<file path="src/rtl/i2s_tx_master.sv">
// I2S master transmitter: single-entry sample-pair buffer, MSB-first serialisation
// with the standard one-bit ws lead. All state moves on the falling edge of sck.
module i2s_tx_master #(
  parameter int WIDTH      = 24,
  parameter int FRAME_BITS = 32
) (
  input  logic             i_sck,
  input  logic             i_reset,
  input  logic             i_en,
  input  logic [WIDTH-1:0] i_left_in,
  input  logic [WIDTH-1:0] i_right_in,
  input  logic             i_in_valid,
  output logic             o_in_ready,
  output logic             o_ws,
  output logic             o_sd,
  output logic             o_frame_start,
  output logic             o_underrun
);

  // state | meaning
  // IDLE  | stopped; ws=0, sd=0, cnt held at 0
  // RUN   | framing; cnt advances on every falling sck edge
  typedef enum logic {S_IDLE = 1'b0, S_RUN = 1'b1} state_t;

  localparam int            CW       = $clog2(2 * FRAME_BITS);
  localparam logic [CW-1:0] C_LAST   = CW'(2 * FRAME_BITS - 1);
  localparam logic [CW-1:0] C_WS_SET = CW'(FRAME_BITS - 1);
  localparam logic [CW-1:0] C_RIGHT  = CW'(FRAME_BITS);

  state_t             r_state;
  logic [CW-1:0]      r_cnt;
  logic               r_buf_full;
  logic [WIDTH-1:0]   r_buf_l;
  logic [WIDTH-1:0]   r_buf_r;
  logic [WIDTH-1:0]   r_sh_l;
  logic [WIDTH-1:0]   r_sh_r;
  logic               r_ws;
  logic               r_sd;
  logic               r_frame_start;
  logic               r_underrun;

  state_t             w_state_nxt;
  logic [CW-1:0]      w_cnt_nxt;
  logic               w_load;
  logic               w_accept;
  logic [WIDTH-1:0]   w_src_l;
  logic [WIDTH-1:0]   w_src_r;
  logic [WIDTH-1:0]   w_sh_l_nxt;
  logic [WIDTH-1:0]   w_sh_r_nxt;
  logic               w_sd_nxt;
  logic               w_ws_nxt;

  always_comb begin
    w_state_nxt = r_state;
    w_cnt_nxt   = r_cnt;
    w_load      = 1'b0;
    case (r_state)
      S_IDLE: begin
        w_cnt_nxt = '0;
        if (i_en) begin
          w_state_nxt = S_RUN;
          w_load      = 1'b1;
        end
      end
      S_RUN: begin
        if (r_cnt == C_LAST) begin
          w_cnt_nxt = '0;
          if (i_en) w_load = 1'b1;
          else      w_state_nxt = S_IDLE;
        end else begin
          w_cnt_nxt = r_cnt + 1'b1;
        end
      end
      default: begin
        w_state_nxt = S_IDLE;
        w_cnt_nxt   = '0;
      end
    endcase
  end

  // Shift registers fill with zeros as they shift, so slot padding needs no extra logic.
  always_comb begin
    w_accept = i_in_valid & ~r_buf_full;
    w_src_l  = r_sh_l;
    w_src_r  = r_sh_r;
    if (w_load) begin
      w_src_l = r_buf_full ? r_buf_l : '0;
      w_src_r = r_buf_full ? r_buf_r : '0;
    end
    w_sh_l_nxt = w_src_l;
    w_sh_r_nxt = w_src_r;
    w_sd_nxt   = 1'b0;
    w_ws_nxt   = 1'b0;
    if (w_state_nxt == S_RUN) begin
      if (w_cnt_nxt < C_RIGHT) begin
        w_sd_nxt   = w_src_l[WIDTH-1];
        w_sh_l_nxt = w_src_l << 1;
      end else begin
        w_sd_nxt   = w_src_r[WIDTH-1];
        w_sh_r_nxt = w_src_r << 1;
      end
      if (w_cnt_nxt == C_WS_SET)   w_ws_nxt = 1'b1;
      else if (w_cnt_nxt == C_LAST) w_ws_nxt = 1'b0;
      else                          w_ws_nxt = r_ws;
    end
  end

  always_ff @(negedge i_sck) begin
    if (i_reset) begin
      r_state       <= S_IDLE;
      r_cnt         <= '0;
      r_buf_full    <= 1'b0;
      r_buf_l       <= '0;
      r_buf_r       <= '0;
      r_sh_l        <= '0;
      r_sh_r        <= '0;
      r_ws          <= 1'b0;
      r_sd          <= 1'b0;
      r_frame_start <= 1'b0;
      r_underrun    <= 1'b0;
    end else begin
      r_state       <= w_state_nxt;
      r_cnt         <= w_cnt_nxt;
      r_sh_l        <= w_sh_l_nxt;
      r_sh_r        <= w_sh_r_nxt;
      r_ws          <= w_ws_nxt;
      r_sd          <= w_sd_nxt;
      r_frame_start <= w_load;
      r_underrun    <= w_load & ~r_buf_full;
      if (w_load && r_buf_full) begin
        r_buf_full <= 1'b0;
      end else if (w_accept) begin
        r_buf_full <= 1'b1;
        r_buf_l    <= i_left_in;
        r_buf_r    <= i_right_in;
      end
    end
  end

  assign o_in_ready    = ~r_buf_full;
  assign o_ws          = r_ws;
  assign o_sd          = r_sd;
  assign o_frame_start = r_frame_start;
  assign o_underrun    = r_underrun;

endmodule

</file>
<file path="config.mk">
export PLATFORM = sky130hd
export DESIGN_NAME = i2s_tx_master
export DESIGN_NICKNAME = d
export VERILOG_FILES = /design/src/rtl/i2s_tx_master.sv
export SDC_FILE = /design/constraint.sdc
export NUM_CORES = 1
export LEC_CHECK = 0
export BUFFER_PORTS_ARGS = -buffer_cell sky130_fd_sc_hd__buf_4
export CAP_MARGIN = 10
export CORE_MARGIN = 2
export CORE_UTILIZATION = 35
export CTS_CLUSTER_DIAMETER = 30
export CTS_CLUSTER_SIZE = 10
export DETAILED_ROUTE_END_ITERATION = 8
export PLACE_DENSITY_LB_ADDON = 0.2
export SLEW_MARGIN = 15
export SYNTH_ARGS = -nofsm -noshare
export SYNTH_HDL_FRONTEND = slang
export SYNTH_SLANG_ARGS = --single-unit
</file>
<file path="constraint.sdc">
create_clock -name i_sck -period 3.2 [get_ports i_sck]
set_input_delay 0.16 -clock i_sck [delete_from_list [all_inputs] [get_ports i_sck]]
set_output_delay 0.16 -clock i_sck [all_outputs]
set_load 0.02 [all_outputs]
</file>
======== Word-level counts from Yosys, hierarchy flattened ========
Index checks and enable logic that the tools add are counted.
word-level totals
  logic and storage cells ................. 45
  input bits .............................. 52
  bits in registers ....................... 108
cells by class
  multiplexer cells ....................... 18
  bitwise logic cells ..................... 6
  reductions and logical operators ........ 5
  equality and inequality tests ........... 3
  $lt $le $gt $ge ......................... 1
  add/sub/neg operators ................... 1
operators with widths
  cell                 count
  $mux 24              8
  $eq 6x6->1 const B   2
  $pmux 6 s2           1
  $add 6x1->6 const B  1
  $eq 6x5->1 const B   1
  $lt 6x6->1 const B   1
  $mux 1               6
  $mux 6               1
  $not 1->1            4
  $pmux 1 s2           2
  $reduce_or 2->1      2
  $and 1x1->1          2
  $reduce_and 2->1     1
  $reduce_bool 2->1    1
  $logic_and 1x1->1    1

======== Depth between registers and ports, before layout ========
Gate-level depths: netlist (run 1).
  depth in word-level cells ............... 6
  depth in mapped cells ................... 8
  depth with buffers taken out ............ 5

==> results.py, run 1 <==
metrics = {
    "sta": {
        "setup_viol": 0,
        "hold_viol": 0,
        "slew_violations": 0,
        "tightest_slew_ns": 0.419,
        "slew_headroom_pct": 71.7,
        "rsz0062_at_grt": "no",
        "finalSetupTns_ns": 0,
        "timing.clock.skew_ns": 0.0195,
    },
    "clock_network": {
        "postCtsHoldBufs": 0,
        "clkSinkCount": 108,
        "clock_latency_ns": 0.43,
        "cts_tree": "built",
        "post_cts_resized": 0,
        "ctsHtreeMaxLevel": 3,
        "clkTransAtPathRegs_ns": 0.03,
        "post_cts_buffers": 0,
        "clock_path_buffers": 2,
        "cts_root_buffer": "clkbuf_16",
        "cts_inserted_buffers": 9,
    },
    "placed_design": {
        "dp_hpwl_um": 6790,
        "gp_congestion": 0.720,
        "portBuffers": 56,
    },
    "logic_synthesis": {
        "yosysSeqAreaShare_pct": 46.9,
        "synth_ff_type": "dfxtp_1",
        "synthArstFlopShare_pct": 0,
        "synthDominantCellAreaShare_pct": 46.9,
        "synth_area_leaders": "dfxtp_1 (47%), nand2_1 (10%), a21oi_1 (5.4%)",
        "synth-edff-count": 0,
        "yosys_warnings": 0,
        "syn_inst": 526,
        "yosysTopAreaCell": "dfxtp_1",
        "syn-num-nets": 579,
        "syn_area_mm2": 0.00461,
        "ys_types": 43,
        "syn_avg_cell_area_um2": 8.77,
        "synth-seq-cells": 108,
    },
    "critical_path": {
        "critPathArrivalTime_ns": 1.44,
        "worst_ep_required_time_ns": 1.88,
        "crit_fanout": 35,
        "end_kind": "flop",
        "critPathLaunchType": "input port",
        "critPathKind": "in2reg",
    },
    "finish": {
        "drive_above_1_share_pct": 17.2,
        "antenna_cells": 0,
        "final_nets": 723,
        "multi_input_area_mm2": 0.00221,
        "final-seq-area_mm2": 0.00216,
        "area_growth_pct": 28.5,
        "fillCellCount": 1348,
    },
    "route": {
        "vias": 4207,
        "final_antenna_net_count": 0,
        "top_layer_used": "met4",
        "drt_iter0_drc": 162,
        "drt-pass1-iter-count": 4,
        "drt-vias-per-instance": 4.97,
        "wire_per_inst_um": 13.0,
        "met1_length_um": 4920,
        "wl_met2_um": 5390,
        "wl_met3_um": 470,
        "drc": 0,
        "routed_wl_um": 11000,
    },
    "floorplanning": {
        "die_y_um": 119,
        "coreArea_mm2": 0.0127,
        "initial_utilization_pct": 36.2,
        "fp-row-count": 41,
        "die_w_um": 119,
        "io_pins": 57,
        "die_area_mm2": 0.0141,
    },
    "grt": {
        "grt_usage_pct": 16.4,
        "grt_max_degree": 49,
        "grt_overflow": 0,
        "first_global_vias": 4365,
        "grt_pass1_wl_um": 18900,
        "grt_antenna_before_repair": 0,
    },
    "power": {
        "p_total_mw": 3.47,
        "power.density_mw_per_mm2": 585,
        "switchingPower_mw": 1.07,
        "combPwrFrac_pct": 7.7,
        "ir_worst_vdd_v": 0.000315,
        "internal_power_mw": 2.40,
        "clkPwrFrac_pct": 51.1,
        "seqPwrFrac_pct": 41.2,
        "p_sw_share_pct": 30.9,
        "p_leak_nw": 2.71,
    },
    "hold_path": {
        "worstHoldPathType": "reg2reg",
    },
    "run_status": {
        "status": "complete, no violations",
    },
    "flow_run": {
        "maxCapViolCount": 0,
    },
}
per-stage QoR:
stage | utilization, % | worst slack [ns] | instances | instance area [µm²] | hold slack (ns)
3_5_place_dp | 40.8 | 0.0707 | 724 | 5190 | 0.444
3_3_place_gp | 40.8 | 0.147 | 724 | 5190 | 0.439
2_1_floorplan | - | 0.379 | 526 | 4610 | 0.432
6_report | 46.6 | 0.434 | 847 | 5930 | 0.447
5_1_grt | 46.6 | 0.358 | 847 | 5930 | 0.465
4_1_cts | 46.6 | 0.424 | 847 | 5930 | 0.448
critical path, stage by stage:
cell and delay (ns):
buf_4 0.10, nor2b_1 0.31, a21o_2 0.18, buf_12 0.23, mux2i_1 0.30, o22ai_1 0.14
worst paths after layout:
kind / startpoint / end / slack (ns) / cells past startpoint
max: i_en / r_sh_r[9] / 0.43 / 6
min: r_buf_r[7] / r_buf_r[7] / 0.45 / 2
min reg2reg: r_buf_r[7] / r_buf_r[7] / 0.45 / 2
max reg2reg: r_cnt[0] / r_sh_l[21] / 1.02 / 6
routing by layer:
metal	GRT usage (%)	vias to the layer above
li1	-	2145
met4	10.0	0
met2	25.3	83
met3	7.67	19
met5	0	-
met1	18.3	1960
Yosys cell counts (2+ instances only):
cell type and count:
o311ai_1 11, o21ai_1 3, o311ai_0 12, buf_1 3, o211ai_1 6, nand3_1 28
a21o_1 2, and2_1 24, xnor2_1 2, buf_2 12, and3_1 3, nand2_1 123
o21ai_0 2, o22ai_1 23, nor3_1 4, nor2_1 6, mux2i_1 25, buf_4 3
buf_6 3, inv_1 6, dfxtp_1 108, nor2b_1 4, o211ai_2 20, clkbuf_1 25
a21oi_1 50
logic make-up after synthesis:
group / after synthesis / synth area share, %
AO/OA/AOI/OAI: 138 / 22.2
XOR/XNOR: 3 / 0.570
adder cells (fa/ha/maj): 1 / 0.271
buffers and inverters: 53 / 5.37
flip-flops: 108 / 46.9
multiplexers: 25 / 5.43
AND/OR/NAND/NOR: 198 / 19.3
power by group through the flow:
| stage | logic (mW) | clock network (mW) | registers (mW) |
|---|---|---|---|
| 2_1_floorplan | 0.165 | 0.206 | 1.44 |
| 3_3_place_gp | 0.265 | 0.206 | 1.44 |
| 3_5_place_dp | 0.271 | 0.206 | 1.45 |
| 4_1_cts | 0.272 | 1.86 | 1.43 |
| 5_1_grt | 0.299 | 1.99 | 1.43 |
| 6_report | 0.268 | 1.77 | 1.43 |
area by class of cell:
type	count	area share, %
clock buffer	9	3.80
timing repair buffer	72	9.75
multi-input combinational	365	37.3
clock inverter	115	8.68
sequential	108	36.5
inverter	6	0.380
tap	172	3.63
placed cells by master (no fill, tap or decap), drive strengths merged:
| master | n |
|---|---|
| a211oi | 2 |
| a21boi | 2 |
| a21o | 2 |
| a21oi | 50 |
| a221oi | 1 |
| a311oi | 1 |
| a41oi | 1 |
| and2 | 24 |
| and3 | 3 |
| and3b | 1 |
| and4b | 1 |
| buf | 72 |
| bufinv | 2 |
| clkbuf | 9 |
| clkinv | 2 |
| dfxtp | 108 |
| ha | 1 |
| inv | 117 |
| mux2i | 25 |
| nand2 | 124 |
| nand3 | 29 |
| nor2 | 6 |
| nor2b | 4 |
| nor3 | 5 |
| o211ai | 26 |
| o21a | 2 |
| o21ai | 5 |
| o22ai | 23 |
| o311ai | 23 |
| or3 | 1 |
| xnor2 | 2 |
| xor2 | 1 |
flip-flops by register name (all words and copies together), names as in the netlist:
register       count
r_buf_r           24
o_frame_start      1
o_sd               1
r_buf_full         1
o_ws               1
r_state            1
o_underrun         1
r_sh_r            24
r_cnt              6
r_buf_l           24
r_sh_l            24
Power figures use the tool's default switching activity.
==> run 2, diff against run 1 <==
- CORE_ASPECT_RATIO: unset -> 1.4
- HOLD_SLACK_MARGIN: unset -> 0.08
==> results.py, run 2 (synthesized netlist as in run 1, its figures left out) <==
metrics = {
    "clock_network": {
        "post_cts_resized": 0,
        "clkTransAtPathRegs_ns": 0.03,
        "postCtsHoldBufs": 0,
        "cts_inserted_buffers": 9,
        "ctsHtreeMaxLevel": 3,
        "clock_latency_ns": 0.42,
        "cts_tree": "built",
        "cts_root_buffer": "clkbuf_16",
        "clock_path_buffers": 2,
        "post_cts_buffers": 0,
        "clkSinkCount": 108,
    },
    "route": {
        "wire_per_inst_um": 13.3,
        "routed_wl_um": 11000,
        "drc": 0,
        "drt-vias-per-instance": 5.03,
        "drt-pass1-iter-count": 4,
        "drt_iter0_drc": 126,
        "final_antenna_net_count": 0,
        "vias": 4178,
    },
    "sta": {
        "setup_ws_ns": 0.414,
        "hold_viol": 0,
        "setup_viol": 0,
        "timing.clock.skew_ns": 0.0195,
        "slew_violations": 0,
        "rsz0062_at_grt": "no",
        "tightest_slew_ns": 0.404,
        "slew_headroom_pct": 72.8,
        "finalSetupTns_ns": 0,
    },
    "floorplanning": {
        "die_y_um": 140,
        "fp-row-count": 49,
        "die_area_mm2": 0.0141,
        "io_pins": 57,
        "die_w_um": 101,
        "coreArea_mm2": 0.0129,
        "initial_utilization_pct": 35.8,
    },
    "placed_design": {
        "gp_congestion": 0.838,
        "placed_area_mm2": 0.00518,
        "dp.cells": 707,
        "post-place-ws_ns": 0.0963,
        "dp_hpwl_um": 7040,
        "portBuffers": 56,
    },
    "hold_path": {
        "min_from": "r_buf_r[0]",
        "min_path_cells": 2,
        "hold-path-endpoint": "r_buf_r[0]",
        "worstHoldPathType": "reg2reg",
    },
    "power": {
        "p_total_mw": 3.34,
        "p_leak_nw": 2.71,
        "ir_worst_vdd_v": 0.000267,
        "power.density_mw_per_mm2": 568,
    },
    "finish": {
        "final_nets": 725,
        "antenna_cells": 0,
        "final_common_cell": "nand2_1",
        "drive_above_1_share_pct": 17.4,
        "final_cells": 830,
        "final_cell_area_mm2": 0.00588,
        "mostFrequentLayoutCells": "nand2_1 (123), inv_1 (113), dfxtp_1 (108)",
        "area_growth_pct": 27.5,
    },
    "critical_path": {
        "r2r_end": "r_sh_l[21]",
        "cp_slowest_stage_delay_ns": 0.30,
        "cp_slowest_cell": "dfxtp_1",
        "critPathKind": "reg2out",
        "crit_fanout": 3,
        "crit_family": "buffers and inverters",
        "rr_startpoint": "r_cnt[0]",
        "path_buf_inv": 2,
        "r2r_cells": 6,
        "critPathLaunchType": "flop",
        "end_kind": "output pin",
        "worst_ep_required_time_ns": 3.04,
        "ff2ff_setup_slack_ns": 1.09,
        "critPathArrivalTime_ns": 2.63,
        "path_cells": "inv_1 -> buf_4",
    },
    "grt": {
        "first_global_vias": 4405,
        "grt_pass1_wl_um": 18900,
        "grt_usage_pct": 16.4,
        "grt_max_degree": 47,
        "grt_antenna_before_repair": 0,
        "grt_overflow": 0,
    },
    "run_status": {
        "status": "complete, no violations",
    },
    "flow_run": {
        "maxCapViolCount": 0,
    },
}
[run 2: final cells by class]
class	instances	area (µm²)
Clock buffer	9	225
Clock inverter	115	477
Fill cell	1273	6990
Inverter	6	22.5
Multi-Input combinational cell	365	2210
Sequential cell	108	2160
Tap cell	153	191
Timing Repair Buffer	74	593
[run 2: worst max path at each step]
stage,from,to,cells past startpoint
3_5_place_dp,i_en,r_sh_r[21],6
5_1_grt,r_buf_full,o_in_ready,2
3_3_place_gp,i_en,r_sh_r[21],6
2_1_floorplan,i_en,r_sh_r[10],5
6_report,r_buf_full,o_in_ready,2
4_1_cts,r_buf_full,o_in_ready,2
[run 2: per-stage QoR]
| stage | hold WS [ns] | util, % |
|---|---|---|
| finish | 0.447 | 45.7 |
| global route | 0.471 | 45.7 |
| CTS | 0.449 | 45.7 |
| detailed placement | 0.444 | 40.3 |
| global placement | 0.441 | 40.3 |
| floorplan | 0.432 | - |
[run 2: metal layers]
metal,GRT usage [%],vias to the layer above,wire (µm)
li1,-,2150,-
met1,17.6,1954,4730
met2,26.9,62,5710
met3,7.28,12,402
met4,8.68,0,178
met5,0,-,0
[run 2: worst register-to-register path, stage by stage, from the launching register on]
cell and delay (ns):
dfxtp_1 0.45, ha_1 0.32, nand3_1 0.14, o21ai_1 0.37
or3_1 0.18, buf_4 0.34, o211ai_1 0.17
[run 2: where the power goes]
part	switching, mW	total, mW	internal [mW]
Combinational	0.155	0.270	0.115
Clock	0.909	1.64	0.733
Sequential	0.0252	1.43	1.40
Total	1.09	3.34	2.25
